### config.mk
export PLATFORM = sky130hd
export DESIGN_NAME = riscv_tcm_loader
export DESIGN_NICKNAME = d
export VERILOG_FILES = /design/src/rtl/riscv_tcm_loader.sv
export SDC_FILE = /design/constraint.sdc
export NUM_CORES = 1
export LEC_CHECK = 0
export ABC_AREA = 1
export CAP_MARGIN = 20
export CORE_ASPECT_RATIO = 0.6
export CORE_UTILIZATION = 45
export CTS_BUF_LIST = sky130_fd_sc_hd__clkbuf_8
export CTS_CLUSTER_SIZE = 40
export DETAILED_ROUTE_END_ITERATION = 12
export PLACE_DENSITY = 0.8
export SYNTH_ARGS = -nofsm -noshare
export SYNTH_HDL_FRONTEND = slang
export SYNTH_SLANG_ARGS = --single-unit
### constraint.sdc
create_clock -name clk -period 2.3 [get_ports clk]
set_input_delay 0.575 -clock clk [delete_from_list [all_inputs] [get_ports clk]]
set_output_delay 0.575 -clock clk [all_outputs]
set_load 0.005 [all_outputs]
### src/rtl/riscv_tcm_loader.sv
// riscv_tcm_loader: packs a boot byte stream into 32-bit TCM writes and holds the core in reset until loaded.
// Define TCM_LOADER_VERIFY_EN to add a checksum readback pass before releasing the core.
module riscv_tcm_loader #(
  parameter logic [31:0] BASE_ADDR       = 32'h80000000,
  parameter int          MAX_BYTES       = 131072,
  parameter int          MAX_OUTSTANDING = 2
) (
  input  logic        clk,
  input  logic        rst,
  input  logic        start_i,
  input  logic        in_valid_i,
  input  logic [7:0]  in_data_i,
  input  logic        in_last_i,
  output logic        in_ready_o,
  output logic [31:0] mem_d_addr_o,
  output logic [31:0] mem_d_data_wr_o,
  output logic        mem_d_rd_o,
  output logic [3:0]  mem_d_wr_o,
  output logic        mem_d_cacheable_o,
  output logic [10:0] mem_d_req_tag_o,
  output logic        mem_d_invalidate_o,
  output logic        mem_d_writeback_o,
  output logic        mem_d_flush_o,
  input  logic        mem_d_accept_i,
  input  logic        mem_d_ack_i,
  input  logic        mem_d_error_i,
  input  logic [31:0] mem_d_data_rd_i,
  input  logic [10:0] mem_d_resp_tag_i,
  output logic        core_rst_o,
  output logic        done_o,
  output logic        error_o,
  output logic [17:0] byte_count_o
);
  typedef enum logic [2:0] {IDLE, FILL, REQ, DRAIN, VERIFY, DONE, ERROR} state_t;
  state_t      state;
  logic [31:0] addr, data, woff;
  logic [3:0]  strb;
  logic        last_q;
  logic [17:0] byte_cnt;
  logic [2:0]  out_cnt;
  logic [1:0]  lane;
  logic        can_issue, wr_fire, rd_live, rd_fire, in_fire, ack_dec, busy, ack_err, unused_ok;
  assign lane      = byte_cnt[1:0];
  assign can_issue = out_cnt < 3'(MAX_OUTSTANDING);
  assign wr_fire   = state == REQ && can_issue && mem_d_accept_i;
  assign rd_fire   = rd_live && mem_d_accept_i;
  assign in_fire   = in_valid_i && in_ready_o;
  assign ack_dec   = mem_d_ack_i && out_cnt != 3'd0;
  assign busy      = state == FILL || state == REQ || state == DRAIN || state == VERIFY;
  assign ack_err   = mem_d_ack_i && mem_d_error_i && busy;
  assign woff      = addr - BASE_ADDR;
  assign in_ready_o         = state == FILL;
  assign mem_d_wr_o         = (state == REQ && can_issue) ? strb : 4'h0;
  assign mem_d_rd_o         = rd_live;
  assign mem_d_addr_o       = addr;
  assign mem_d_data_wr_o    = data;
  assign mem_d_req_tag_o    = woff[12:2];
  assign mem_d_cacheable_o  = 1'b0;
  assign mem_d_invalidate_o = 1'b0;
  assign mem_d_writeback_o  = 1'b0;
  assign mem_d_flush_o      = 1'b0;
  assign byte_count_o       = byte_cnt;
  assign unused_ok          = ^{mem_d_resp_tag_i, mem_d_data_rd_i, woff};
`ifdef TCM_LOADER_VERIFY_EN
  logic [31:0] sum_wr, sum_rd, rsp_mask;
  logic [15:0] n_words, rd_cnt, rsp_cnt;
  logic [3:0]  last_strb;
  function automatic logic [31:0] lane_mask(input logic [3:0] s);
    return {{8{s[3]}}, {8{s[2]}}, {8{s[1]}}, {8{s[0]}}};
  endfunction
  assign rd_live  = state == VERIFY && rd_cnt != n_words && can_issue;
  // responses return in order, so only the final word needs its partial strobe mask
  assign rsp_mask = (rsp_cnt == n_words - 16'd1) ? lane_mask(last_strb) : 32'hFFFF_FFFF;
`else
  assign rd_live  = 1'b0;
`endif
  always_ff @(posedge clk or negedge rst) begin
    if (!rst) out_cnt <= 3'd0;
    else out_cnt <= out_cnt + {2'b0, wr_fire | rd_fire} - {2'b0, ack_dec};
  end
  always_ff @(posedge clk or negedge rst) begin
    if (!rst) begin
      state      <= IDLE;
      addr       <= BASE_ADDR;
      data       <= '0;
      strb       <= '0;
      last_q     <= 1'b0;
      byte_cnt   <= '0;
      core_rst_o <= 1'b1;
      done_o     <= 1'b0;
      error_o    <= 1'b0;
`ifdef TCM_LOADER_VERIFY_EN
      sum_wr     <= '0;
      sum_rd     <= '0;
      n_words    <= '0;
      rd_cnt     <= '0;
      rsp_cnt    <= '0;
      last_strb  <= '0;
`endif
    end else if (ack_err) begin
      state   <= ERROR;
      error_o <= 1'b1;
    end else begin
      case (state)
        IDLE, DONE, ERROR: if (start_i) begin
          state      <= FILL;
          addr       <= BASE_ADDR;
          data       <= '0;
          strb       <= '0;
          last_q     <= 1'b0;
          byte_cnt   <= '0;
          core_rst_o <= 1'b1;
          done_o     <= 1'b0;
          error_o    <= 1'b0;
`ifdef TCM_LOADER_VERIFY_EN
          sum_wr     <= '0;
          n_words    <= '0;
`endif
        end
        FILL: if (in_fire) begin
          if (byte_cnt == 18'(MAX_BYTES)) begin
            state   <= ERROR;
            error_o <= 1'b1;
          end else begin
            data[{lane, 3'b000} +: 8] <= in_data_i;
            strb[lane] <= 1'b1;
            byte_cnt   <= byte_cnt + 18'd1;
            last_q     <= in_last_i;
            if (lane == 2'd3 || in_last_i) state <= REQ;
          end
        end
        REQ: if (wr_fire) begin
          addr  <= addr + 32'd4;
          data  <= '0;
          strb  <= '0;
          state <= last_q ? DRAIN : FILL;
`ifdef TCM_LOADER_VERIFY_EN
          sum_wr    <= sum_wr + (data & lane_mask(strb));
          n_words   <= n_words + 16'd1;
          last_strb <= strb;
`endif
        end
        DRAIN: if (out_cnt == 3'd0) begin
`ifdef TCM_LOADER_VERIFY_EN
          state   <= VERIFY;
          addr    <= BASE_ADDR;
          rd_cnt  <= '0;
          rsp_cnt <= '0;
          sum_rd  <= '0;
`else
          state      <= DONE;
          done_o     <= 1'b1;
          core_rst_o <= 1'b0;
`endif
        end
`ifdef TCM_LOADER_VERIFY_EN
        VERIFY: begin
          if (rd_fire) begin
            addr   <= addr + 32'd4;
            rd_cnt <= rd_cnt + 16'd1;
          end
          if (ack_dec) begin
            sum_rd  <= sum_rd + (mem_d_data_rd_i & rsp_mask);
            rsp_cnt <= rsp_cnt + 16'd1;
          end
          if (rsp_cnt == n_words) begin
            state      <= (sum_rd == sum_wr) ? DONE : ERROR;
            done_o     <= sum_rd == sum_wr;
            error_o    <= sum_rd != sum_wr;
            core_rst_o <= sum_rd != sum_wr;
          end
        end
`endif
        default: state <= IDLE;
      endcase
    end
  end
endmodule

# Word level (Yosys, flattened, before mapping)
# Index checks and enable logic that the tools add are counted.
[classes]
addsub = 6
multipliers = 0
n_div = 0
n_lt_le_gt_ge = 3
eq_ne = 19
shifts = 2
n_mux = 43
n_bitwise = 2
reduce_logical = 26
[ops]
columns = ["operator", "n"]
rows = [
  ["32-bit 2-to-1 mux", 6],
  ["32-bit case mux with 3 select lines", 1],
  ["32-bit case mux with 2 select lines", 1],
  ["18-bit 2-to-1 mux", 3],
  ["18-bit case mux with 2 select lines", 1],
  ["32-bit by 3-bit adder with 32-bit output (second input constant)", 1],
  ["32-bit bitwise mux", 1],
  ["8-bit by 7-bit variable shift with 32-bit output (first input constant)", 1],
  ["8-bit by 7-bit indexed part select with 32-bit output", 1],
  ["3-bit 2-to-1 mux", 7],
  ["4-bit 2-to-1 mux", 5],
  ["18-bit by 1-bit adder with 18-bit output (second input constant)", 1],
  ["18-bit equality test (second input constant)", 1],
  ["13-bit by 1-bit subtractor with 13-bit output (second input constant)", 1],
  ["3-bit case mux with 4 select lines", 1],
  ["4-bit case mux with 3 select lines", 1],
  ["4-bit AND reduction", 3],
  ["1-bit 2-to-1 mux", 10],
  ["5-bit AND reduction", 2],
  ["3-bit equality test (second input constant)", 3],
  ["3-bit nonzero test", 3],
  ["1-bit case mux with 2 select lines", 4],
  ["1-bit logical AND", 7],
  ["5-bit negation with 7-bit output", 1],
  ["23 further kinds", 35],
]
[word_totals]
reg_bits = 96
latch_bits = 0
mem_bits_rw = 0
romBits = 0
in_bits = 59
output_inout_bits = 106
wordCells = 111
n_memories = 0

# Logic depth before layout (Yosys ltp)
[logic_depth]
depth_word = 8
mapped_depth = 14

# Least setup slack after synthesis
# No wires, ideal clock.
[synth_path]
kind = "reg-to-reg"
startpoint = "register byte_cnt[0], in the netlist byte_count_o[0]"
endpoint = "register data[0], in the netlist mem_d_data_wr_o[0]"
setup_ns = 0.066
arrival_time_ns = 2.159
slack_ns = 0.075
path_stages_with_launch = 15
path_buffers = 3
synth_period_minus_slack_ns = 2.225
path_cell_list = "dfrtp_1 -> clkbuf_1 -> inv_1 -> ha_1 -> inv_2 -> nor2_1 -> nand2_1 -> nor2_1 -> nand3_1 -> nand2_1 -> nand2_1 -> buf_2 -> buf_2 -> nand4_1 -> nand2_1"
[synth_between]
elab_chain_cells = 6
elab_cells_between_ends = 10
[synth_rtl]
columns = ["element", "line", "text"]
rows = [
  ["from (decl)", "39", "logic [17:0] byte_cnt;"],
  ["from (signal assigned)", "127", "byte_cnt <= byte_cnt + 18'd1;"],
  ["5-bit negation with 7-bit output", "125", "data[{lane, 3'b000} +: 8] <= in_data_i;"],
  ["8-bit by 7-bit indexed part select with 32-bit output or 8-bit by 7-bit variable shift with 32-bit output (tied branches)", "125", ""],
  ["32-bit bitwise mux", "125", ""],
  ["32-bit 2-to-1 mux", "121", "if (byte_cnt == 18'(MAX_BYTES)) begin"],
  ["32-bit 2-to-1 mux", "120", "FILL: if (in_fire) begin"],
  ["32-bit case mux with 3 select lines", "104", "case (state)"],
  ["to (signal, indexed assignment)", "125", ""],
  ["to (decl)", "36", "logic [31:0] addr, data, woff;"],
]
# Parallel ways exist; a longest one is shown, timed or not. The select of a mux whose other input is x is not followed.
# A chain may end at the register's enable or synchronous reset.

# Worst setup path after layout
[layout_path]
startpoint = "register out_cnt[1]"
endpoint = "output mem_d_wr_o[1]"
[layout_between]
elab_chain_cells = 3
[layout_rtl]
columns = ["element", "line", "text"]
rows = [
  ["from (decl)", "40", "logic [2:0] out_cnt;"],
  ["from (signal assigned)", "79", "else out_cnt <= out_cnt + {2'b0, wr_fire | rd_fire} - {2'b0, ack_dec};"],
  ["3-bit by 2-bit less-than comparator with 1-bit output", "44", "assign can_issue = out_cnt < 3'(MAX_OUTSTANDING);"],
  ["1-bit logical AND", "53", "assign mem_d_wr_o = (state == REQ && can_issue) ? strb : 4'h0;"],
  ["4-bit 2-to-1 mux", "53", ""],
  ["to (decl)", "18", "output logic [3:0] mem_d_wr_o,"],
]
# No other way between the ends.

==> impl_metrics.yaml <==
cts:
  ctsHoldBuffers: 0
  clk_path_buf_depth: 2
  insertion_delay_ns: 0.38
  htree_levels: 3
  cts_sinks: 94
  root_buffer: "clkbuf_8"
  cts_buffers: 9
  cts.reportedPaths.clkPinSlew_ns: 0.10
  cts_tree: "yes"
sta:
  max_freq_mhz: 452
  rsz0062_at_grt: "false"
  finalCritPeriodShare_pct: 96.2
  period_minus_slack_ns: 2.21
  drv_slew: 0
  finalHoldViolCount: 0
  final-setup-viol-count: 0
  fin_worst_skew_ns: 0.0186
  worst_slack_ns: 0.0872
placement:
  dp.cells: 1115
  io_buffers: 114
  place_congestion: 0.987
  pre_cts_slack_ns: -0.198
  dp.final_hpwl_um: 12500
  place_area_um2: 7210
layout:
  multi_input_area_um2: 3030
  final_util_pct: 60.3
  instances_no_fill: 1133
  diodes: 0
  layout-drive-gt1-share_pct: 8.37
  area_delta_synth_final_pct: 27.1
  fillers: 1139
  finalInstanceArea_um2: 7460
  nets: 1032
  regArea_um2: 2360
worst_setup_path:
  required_ns: 1.73
  crit_path_end_kind: "output port"
  arrival_ns: 1.64
  ff2ff_setup_slack_ns: 0.12
  crit_type: "flop to output port"
  r2r_end: "out_cnt[1]"
  cp_cell_sequence: "inv_1 > ha_1 > inv_1 > nor2_1 > inv_2 > buf_4 > nor2_2 > clkbuf_2"
  timing.rr.start: "out_cnt[1]"
  crit_slowest_cell: "dfrtp_1"
  cp_num_buf_inv: 5
  reg2reg_depth: 13
  startpoint_type: "flop"
  slowest_delay_ns: 0.40
  cp_top_family: "buffers and inverters"
  crit_top_cell: "inv_1"
  critical_path.max_fanout: 5
flow_run:
  cap_viol_max_count: 0
detailed_routing:
  vias_per_cell: 5.15
  drc_errors: 0
  ant_nets: 0
  drt_iter0_markers: 614
  drt_pass1_iterations: 5
  wl_per_cell_um: 14.6
  vias: 5838
  drt_wl_total_um: 16500
logic_synthesis:
  ys_warn_count: 0
  muxShareOfSynthArea_pct: 0
  ys_async_sr_fraction_pct: 100
  synth_compound_area_share_pct: 4.35
  seq_area_frac_synth_pct: 40.1
  synth_top_area_share_pct: 39.2
  syn_inst: 850
  synth-simple-area-share_pct: 41.0
  avgSynthCellArea_um2: 6.91
  ys_dominant_reg_cell: "dfrtp_1"
  yosys.area.top_type: "dfrtp_1"
  synth_edf_count: 0
  synth_top_family_by_area: "simple AND/OR/NAND/NOR gates"
  syn_area_um2: 5870
  synth-xor-area-share_pct: 3.13
  synth_cell_types: 37
  synth_seq_cells: 94
  synthAdderAreaFrac_pct: 2.05
  ys_top_cells_by_area: "dfrtp_1, nand2_1, nor2_1, nand4_1, nand3_1"
die:
  die_x_um: 149
  start_util_pct: 47.5
  coreArea_um2: 12400
  num_rows: 31
  die_h_um: 90.5
  die_area_um2: 13500
  boundaryPins: 165
power:
  leakage_nw: 3.43
  p_per_area_nw_per_um2: 846
  fin_total_pwr_mw: 6.31
  peakVddDrop_mv: 0.779
global_route:
  overflow: 0
  grt_pass1_vias: 5182
  antenna_found_initial: 0
  grt_max_degree: 44
  grt_pass1_wl_um: 27000
  track_usage_pct: 25.5
min_path:
  hp-class: "input pin to async pin"
status:
  status: "completed"
-- layout by cell type (no fill, tap or decap), drive strengths merged, types with 4 or more instances in the layout --
cell type	instances
inv	74
nand3	61
dfrtp	92
a21oi	7
nand4	43
o21ai	29
nand2	309
or2	5
conb	7
clkbuf	11
ha	8
nor2	136
buf	28
clkdlybuf4s50	109
xnor2	4
a21o	4
nor3	6
xor2	17
-- metal layers --
metal / vias to the layer above / GRT usage (%) / part of all wire [%]
met5: - / 0 / 0
li1: 2893 / - / -
met2: 261 / 34.3 / 40
met1: 2675 / 40.5 / 50
met4: 0 / 3.83 / 0.56
met3: 9 / 6.97 / 10
-- Yosys cell counts (3+ instances only) --
cell        n
a21o_1      4
a21oi_1     6
buf_2       8
buf_4      23
clkbuf_1   10
dfrtp_1    92
ha_1        8
inv_1      66
inv_2       6
nand2_1   307
nand3_1    52
nand3_2     8
nand4_1    43
nor2_1    134
nor3_1      6
nor4_1      3
o21ai_0    13
o21ai_1    15
or2_2       5
xnor2_1     4
xor2_1     17
-- area by class of cell --
type / instances / area share [%]
tap: 165 / 2.77
inverter: 72 / 3.62
clock buffer: 9 / 1.66
multi-input combinational: 646 / 40.6
clock inverter: 6 / 1.17
sequential: 94 / 31.6
timing repair buffer: 141 / 18.6
-- state kept, by name, summed over array words and instances, names as in the netlist --
register,flops
byte_count_o,18
error_o,1
out_cnt,3
mem_d_data_wr_o,32
strb,4
done_o,1
state,3
core_rst_o,1
mem_d_addr_o,30
last_q,1
-- worst max path at each step --
| stage | start | end | slack [ns] | cells past startpoint |
|---|---|---|---|---|
| after floorplan | byte_count_o[0] | mem_d_data_wr_o[0] | 0.08 | 14 |
| after global placement | mem_d_accept_i | out_cnt[2] | -0.14 | 10 |
| after detailed placement | mem_d_accept_i | out_cnt[2] | -0.20 | 10 |
| after CTS | out_cnt[2] | mem_d_wr_o[1] | 0.01 | 8 |
| after global routing | out_cnt[1] | out_cnt[1] | 0.01 | 13 |
| final | out_cnt[1] | mem_d_wr_o[1] | 0.09 | 8 |
-- logic make-up after synthesis --
family / after synthesis
other: 1
AO/OA/AOI/OAI: 44
buffers and inverters: 116
adder cells (fa/ha/maj): 9
AND/OR/NAND/NOR: 565
XOR/XNOR: 21
flip-flops: 94
-- worst reg2reg max path: stages, from the launching register on --
cell and delay, ns:
dfrtp_1 0.40, inv_1 0.06, ha_1 0.14, inv_1 0.05
nor2_1 0.12, inv_2 0.11, nor2_4 0.10, inv_1 0.05
ha_1 0.28, inv_1 0.06, ha_1 0.13, inv_1 0.05
fa_2 0.52, inv_1 0.04
-- stage by stage --
step | hold WS [ns] | TNS, ns
2_1_floorplan | 0.279 | 0
4_1_cts | 0.111 | 0
3_5_place_dp | 0.461 | -0.356
5_1_grt | 0.129 | 0
3_3_place_gp | 0.456 | -0.245
6_report | 0.113 | 0
-- power by group --
| part | total, mW | internal, mW | switching (mW) |
|---|---|---|---|
| Sequential | 1.99 | 1.85 | 0.133 |
| Clock | 1.19 | 0.606 | 0.588 |
| Combinational | 3.13 | 1.07 | 2.06 |
| Total | 6.31 | 3.53 | 2.78 |
-- repair_timing --
item / CTS / global route
endpoints found under the setup margin: 4 / 5
gates resized for setup: 14 / 7
buffers inserted: 3 / 0
hold endpoints to repair: 0 / 0
(Power assumes the default switching activity.)
==> RTL change 1: new RTL, config.mk and constraints unchanged <==
Add a define of `TCM_LOADER_VERIFY_EN`.
--- a/src/rtl/riscv_tcm_loader.sv
+++ b/src/rtl/riscv_tcm_loader.sv
@@ -1,5 +1,7 @@
 // riscv_tcm_loader: packs a boot byte stream into 32-bit TCM writes and holds the core in reset until loaded.
 // Define TCM_LOADER_VERIFY_EN to add a checksum readback pass before releasing the core.
+`define TCM_LOADER_VERIFY_EN
+
 module riscv_tcm_loader #(
   parameter logic [31:0] BASE_ADDR       = 32'h80000000,
   parameter int          MAX_BYTES       = 131072,
Behaviour: no difference found for any inputs over 4 cycles, from zero or initial values and one cycle with rst low; that may be too few to reach the edited logic, so the function may still have changed.
==> RTL change 1 against the original RTL <==
  * Setup slack got worse by 1.5 ns
  * Sequential cell count increased by 116
  * Power increased to 3.2 times the old value
  * Highest routed layer unchanged
  * Via count increased to 3.2 times the old value
  * Routed wire length increased to 3.9 times the old value
  * Synthesized area increased to 2.7 times the old value
  * Cell area increased to 3.2 times the old value
  * Synthesized cell count increased to 2.7 times the old value
  * Critical path type is now flop to flop
  * The run now ends with setup timing left
==> RTL change 1: results (changes against the original RTL) <==
| Metric | Value |
|---|---|
| Buffers on Ports | 147 (was 114) |
| Clock Pin Slew Worst Setup and Hold Paths | 0.07 ns (was 0.10 ns) |
| Main area contributors after synthesis | dfrtp_1 33%, nand2_1 15%, inv_1 7.1%, ha_1 5.8%, nor2_1 4.9% (was dfrtp_1 39%, nand2_1 20%, nor2_1 8.6%, nand4_1 4.6%, nand3_1 4.4%) |
| CTS Buffer Depth | 3 (was 2) |
| Synth top cells by count | 637 x nand2_1, 304 x inv_1, 208 x dfrtp_1 (was 307 x nand2_1, 134 x nor2_1, 92 x dfrtp_1) |
| Synth Area in Adders | 6.18% (was 2.05%) |
| Gpl congestion | 1.03 (was 0.987) |
| WL per Instance | 19.2 um (was 14.6 um) |
| Final setup margin | -1.38 ns (was 0.0872 ns) |
| # setup viols final | 79 (was 0) |
| Share of cells above drive strength 1 | 31.0% (was 8.37%) |
| Outcome | finished with violations (was completed) |
| Met2 Use GR | 45.5% (was 34.3%) |
| Htree depth | 2 (was 3) |
| Largest net degree at the start of global routing | 98 (was 44) |
| Final Power | 20.5 mW (was 6.31 mW) |
| Post-synth cell types | 55 (was 37) |
| First-pass GRT wire length | 90,600 um (was 27,000 um) |
| Routed length on met1 | 27,100 um (was 8200 um) |
| Worst skew pair latency | 0.62 ns (was 0.38 ns) |
| Met1 Use GR | 46.2% (was 40.5%) |
| Peak supply drop | 0.000582 V (was 0.000779 V) |
| Switch share | 46.0% (was 44.0%) |
| Post-synthesis xor/xnor area fraction | 5.82% (was 3.13%) |
| Post CTS Setup Buffer Count | 33 (was 3) |
| Failing checks | setup timing |
| Leakage | 11.3 nW (was 3.43 nW) |
| Hpwl dp | 43,700 um (was 12,500 um) |
| Clock group share of total power | 18.5% (was 18.9%) |
| Grt met3 use | 7.64% (was 6.97%) |
| Layout net count | 2,956 (was 1,032) |
| Hold_buf cts | 1 (was 0) |
| Met3 Wirelength | 7230 um (was 1690 um) |
| Post-cts resize count | 211 (was 14) |
| Max incr delay on CP | 0.43 ns (was 0.40 ns) |
RTL change 1: cell types whose count changed after synthesis, moves of 39 or more:
cell     delta
nand3_1    +43
a21oi_1   +111
nor3_1     +41
nand2_1   +330
inv_1     +238
o31ai_1    +39
dfrtp_1   +116
o21ai_0   +121
xor2_1     +44
ha_1       +66
nor2_1     +73
xnor2_1    +41
RTL change 1: layout make-up:
| type | count | area (um^2) | share of cell area, % |
|---|---|---|---|
| repair buffers | 534 | 4710 | 19.7 |
| clock buffers | 41 | 564 | 2.36 |
| inverters | 313 | 1190 | 5.00 |
| multi-input cells | 1724 | 11300 | 47.6 |
| well taps | 467 | 584 | 2.45 |
| clock inverters | 24 | 196 | 0.823 |
| flip-flops and latches | 210 | 5270 | 22.1 |
RTL change 1: metrics by stage:
stage               area, um^2  hold WS, ns  setup slack, ns  utilization (%)  std cells
finish                   23900        0.374            -1.38             68.3       3313
detailed placement       20400        0.398            -1.32             58.5       3172
CTS                      22100        0.346            -1.12             63.2       3268
global route             23900        0.364            -1.48             68.3       3313
global placement         20400        0.397            -1.19             58.5       3172
floorplan                16300        0.279            -1.01                -       2321
RTL change 1: path summary, 6_finish.rpt:
check,from,cells past startpoint,slack (ns),end
max,n_words[7]$_DFFE_PN0P_,20,-1.38,sum_rd[12]$_DFFE_PN0P_
min,rst,2,0.37,sum_wr[26]$_DFFE_PN0P_
max reg2reg,n_words[7]$_DFFE_PN0P_,20,-1.38,sum_rd[12]$_DFFE_PN0P_
min reg2reg,core_rst_o$_DFFE_PN1P_,2,0.46,core_rst_o$_DFFE_PN1P_
max in group asynchronous,rst,3,1.13,rsp_cnt[1]$_DFFE_PN0P_
min in group clk,core_rst_o$_DFFE_PN1P_,2,0.46,core_rst_o$_DFFE_PN1P_
==> RTL change 2: new RTL, same flow settings <==
Without the edit above. Compare `byte_cnt` against `18'(MAX_BYTES)` with >= in place of ==.
--- a/src/rtl/riscv_tcm_loader.sv
+++ b/src/rtl/riscv_tcm_loader.sv
@@ -118,7 +118,7 @@
 `endif
         end
         FILL: if (in_fire) begin
-          if (byte_cnt == 18'(MAX_BYTES)) begin
+          if (byte_cnt >= 18'(MAX_BYTES)) begin
             state   <= ERROR;
             error_o <= 1'b1;
           end else begin
Function: no difference found for any inputs over 4 cycles, from zero or initial values and one cycle with rst low; that may be too few to reach the edited logic, so the function may still have changed.
==> RTL change 2 against the original RTL <==
  * Cell area decreased by 2.2%
  * Count of clock-buffer cells in the layout unchanged
  * Synthesized area decreased by 2.1%
  * Critical endpoint unchanged
  * Power decreased by 0.95%
  * Routed wire length decreased by 4.3%
  * Sequential power increased by 2%
  * Register-to-register slack improved by 0.05 ns
  * Critical path depth unchanged
  * Sequential cell count unchanged
  * Sequential share of layout area increased by 0.67 points
  * Setup slack improved by 0.019 ns
==> RTL change 2: results (changes against the original RTL) <==
| Metric | Value |
|---|---|
| Iteration-0 DRC Markers | 516 (was 614) |
| Register area share after synthesis | 41.0% (was 40.1%) |
| Gpl congestion | 0.931 (was 0.987) |
| Syn avg cell area | 6.88 um^2 (was 6.91 um^2) |
| Layout net count | 1,021 (was 1,032) |
| Post-place setup slack | -0.0857 ns (was -0.198 ns) |
| Met2 Use GR | 32.6% (was 34.3%) |
| Overall global routing resource usage | 24.6% (was 25.5%) |
| Final setup margin | 0.107 ns (was 0.0872 ns) |
| Arrival @ worst endpoint | 1.62 ns (was 1.64 ns) |
| Setup Skew | 0.0114 ns (was 0.0186 ns) |
| Vias | 5,685 (was 5,838) |
| Routed length on met1 | 8360 um (was 8200 um) |
| Hpwl dp | 12,000 um (was 12,500 um) |
| Largest net degree at the start of global routing | 52 (was 44) |
| Main area contributors after synthesis | dfrtp_1 40%, nand2_1 20%, nand3_1 8.8%, nor2_1 6.7%, inv_1 4.2% (was dfrtp_1 39%, nand2_1 20%, nor2_1 8.6%, nand4_1 4.6%, nand3_1 4.4%) |
| Flop pwr share | 32.4% (was 31.5%) |
| DRT Wirelength | 15,800 um (was 16,500 um) |
| Share of cells above drive strength 1 | 7.72% (was 8.37%) |
| DR vias/cell | 5.06 (was 5.15) |
| Leakage | 3.29 nW (was 3.43 nW) |
| Met1 Use GR | 39.3% (was 40.5%) |
| Switch share | 45.7% (was 44.0%) |
| Placement Cell Area | 7100 um^2 (was 7210 um^2) |
| Clk pwr | 1.08 mW (was 1.19 mW) |
| Worst R2R Setup Slack | 0.17 ns (was 0.12 ns) |
| Worst R2R End | mem_d_data_wr_o[14]$_DFFE_PN0P_ (was out_cnt[1]$_DFF_PN0_) |
| Peak supply drop | 0.000727 V (was 0.000779 V) |
| Vias in the first global route | 4,826 (was 5,182) |
| Cells after DPL | 1,105 (was 1,115) |
| Post-synth cell types | 33 (was 37) |
| Outcome | completed (unchanged) |
| Post CTS Setup Buffer Count | 2 (was 3) |
| Met3 Wirelength | 1280 um (was 1690 um) |
| Grt met3 use | 5.92% (was 6.97%) |
| Synth top cells by count | 301 x nand2_1, 102 x nor2_1, 101 x nand3_1 (was 307 x nand2_1, 134 x nor2_1, 92 x dfrtp_1) |
==> RTL change 2: logic make-up (layout without fill, tap and decap cells) <==
family	after synthesis	in the layout	synth area share, %
buffers and inverters	111	227	8.97
XOR/XNOR	17	17	2.59
AND/OR/NAND/NOR	549	549	40.3
flip-flops	94	94	41.0
AO/OA/AOI/OAI	55	55	5.03
other	1	7	0.0652
adder cells (fa/ha/maj)	9	9	2.09
==> RTL change 2: critical path: stages, from the launching register on <==
cell and delay [ns]:
dfrtp_1 0.36, inv_1 0.05, ha_1 0.18, inv_1 0.07, nor2_1 0.04, buf_4 0.14, inv_2 0.10, nor2_2 0.05
dlygate4sd2_1 0.25
==> RTL change 2: final cells by class <==
class / count / area, um^2
Sequential cell: 94 / 2350
Timing Repair Buffer: 140 / 1370
Clock inverter: 7 / 62.6
Inverter: 71 / 267
Clock buffer: 9 / 124
Fill cell: 1150 / 4950
Multi-Input combinational cell: 637 / 2920
Tap cell: 165 / 206
==> RTL change 2: how the worst min path moves through the flow <==
stage | from | end | slack (ns) | depth (start not counted)
global route | rst | mem_d_addr_o[28]$_DFFE_PN0P_ | 0.08 | 1
global placement | mem_d_data_wr_o[15]$_DFFE_PN0P_ | mem_d_data_wr_o[15]$_DFFE_PN0P_ | 0.46 | 2
floorplan | rst | byte_count_o[0]$_DFFE_PN0P_ | 0.28 | 0
detailed placement | mem_d_data_wr_o[2]$_DFFE_PN0P_ | mem_d_data_wr_o[2]$_DFFE_PN0P_ | 0.46 | 2
finish | rst | mem_d_addr_o[28]$_DFFE_PN0P_ | 0.09 | 1
CTS | rst | mem_d_addr_o[28]$_DFFE_PN0P_ | 0.08 | 1
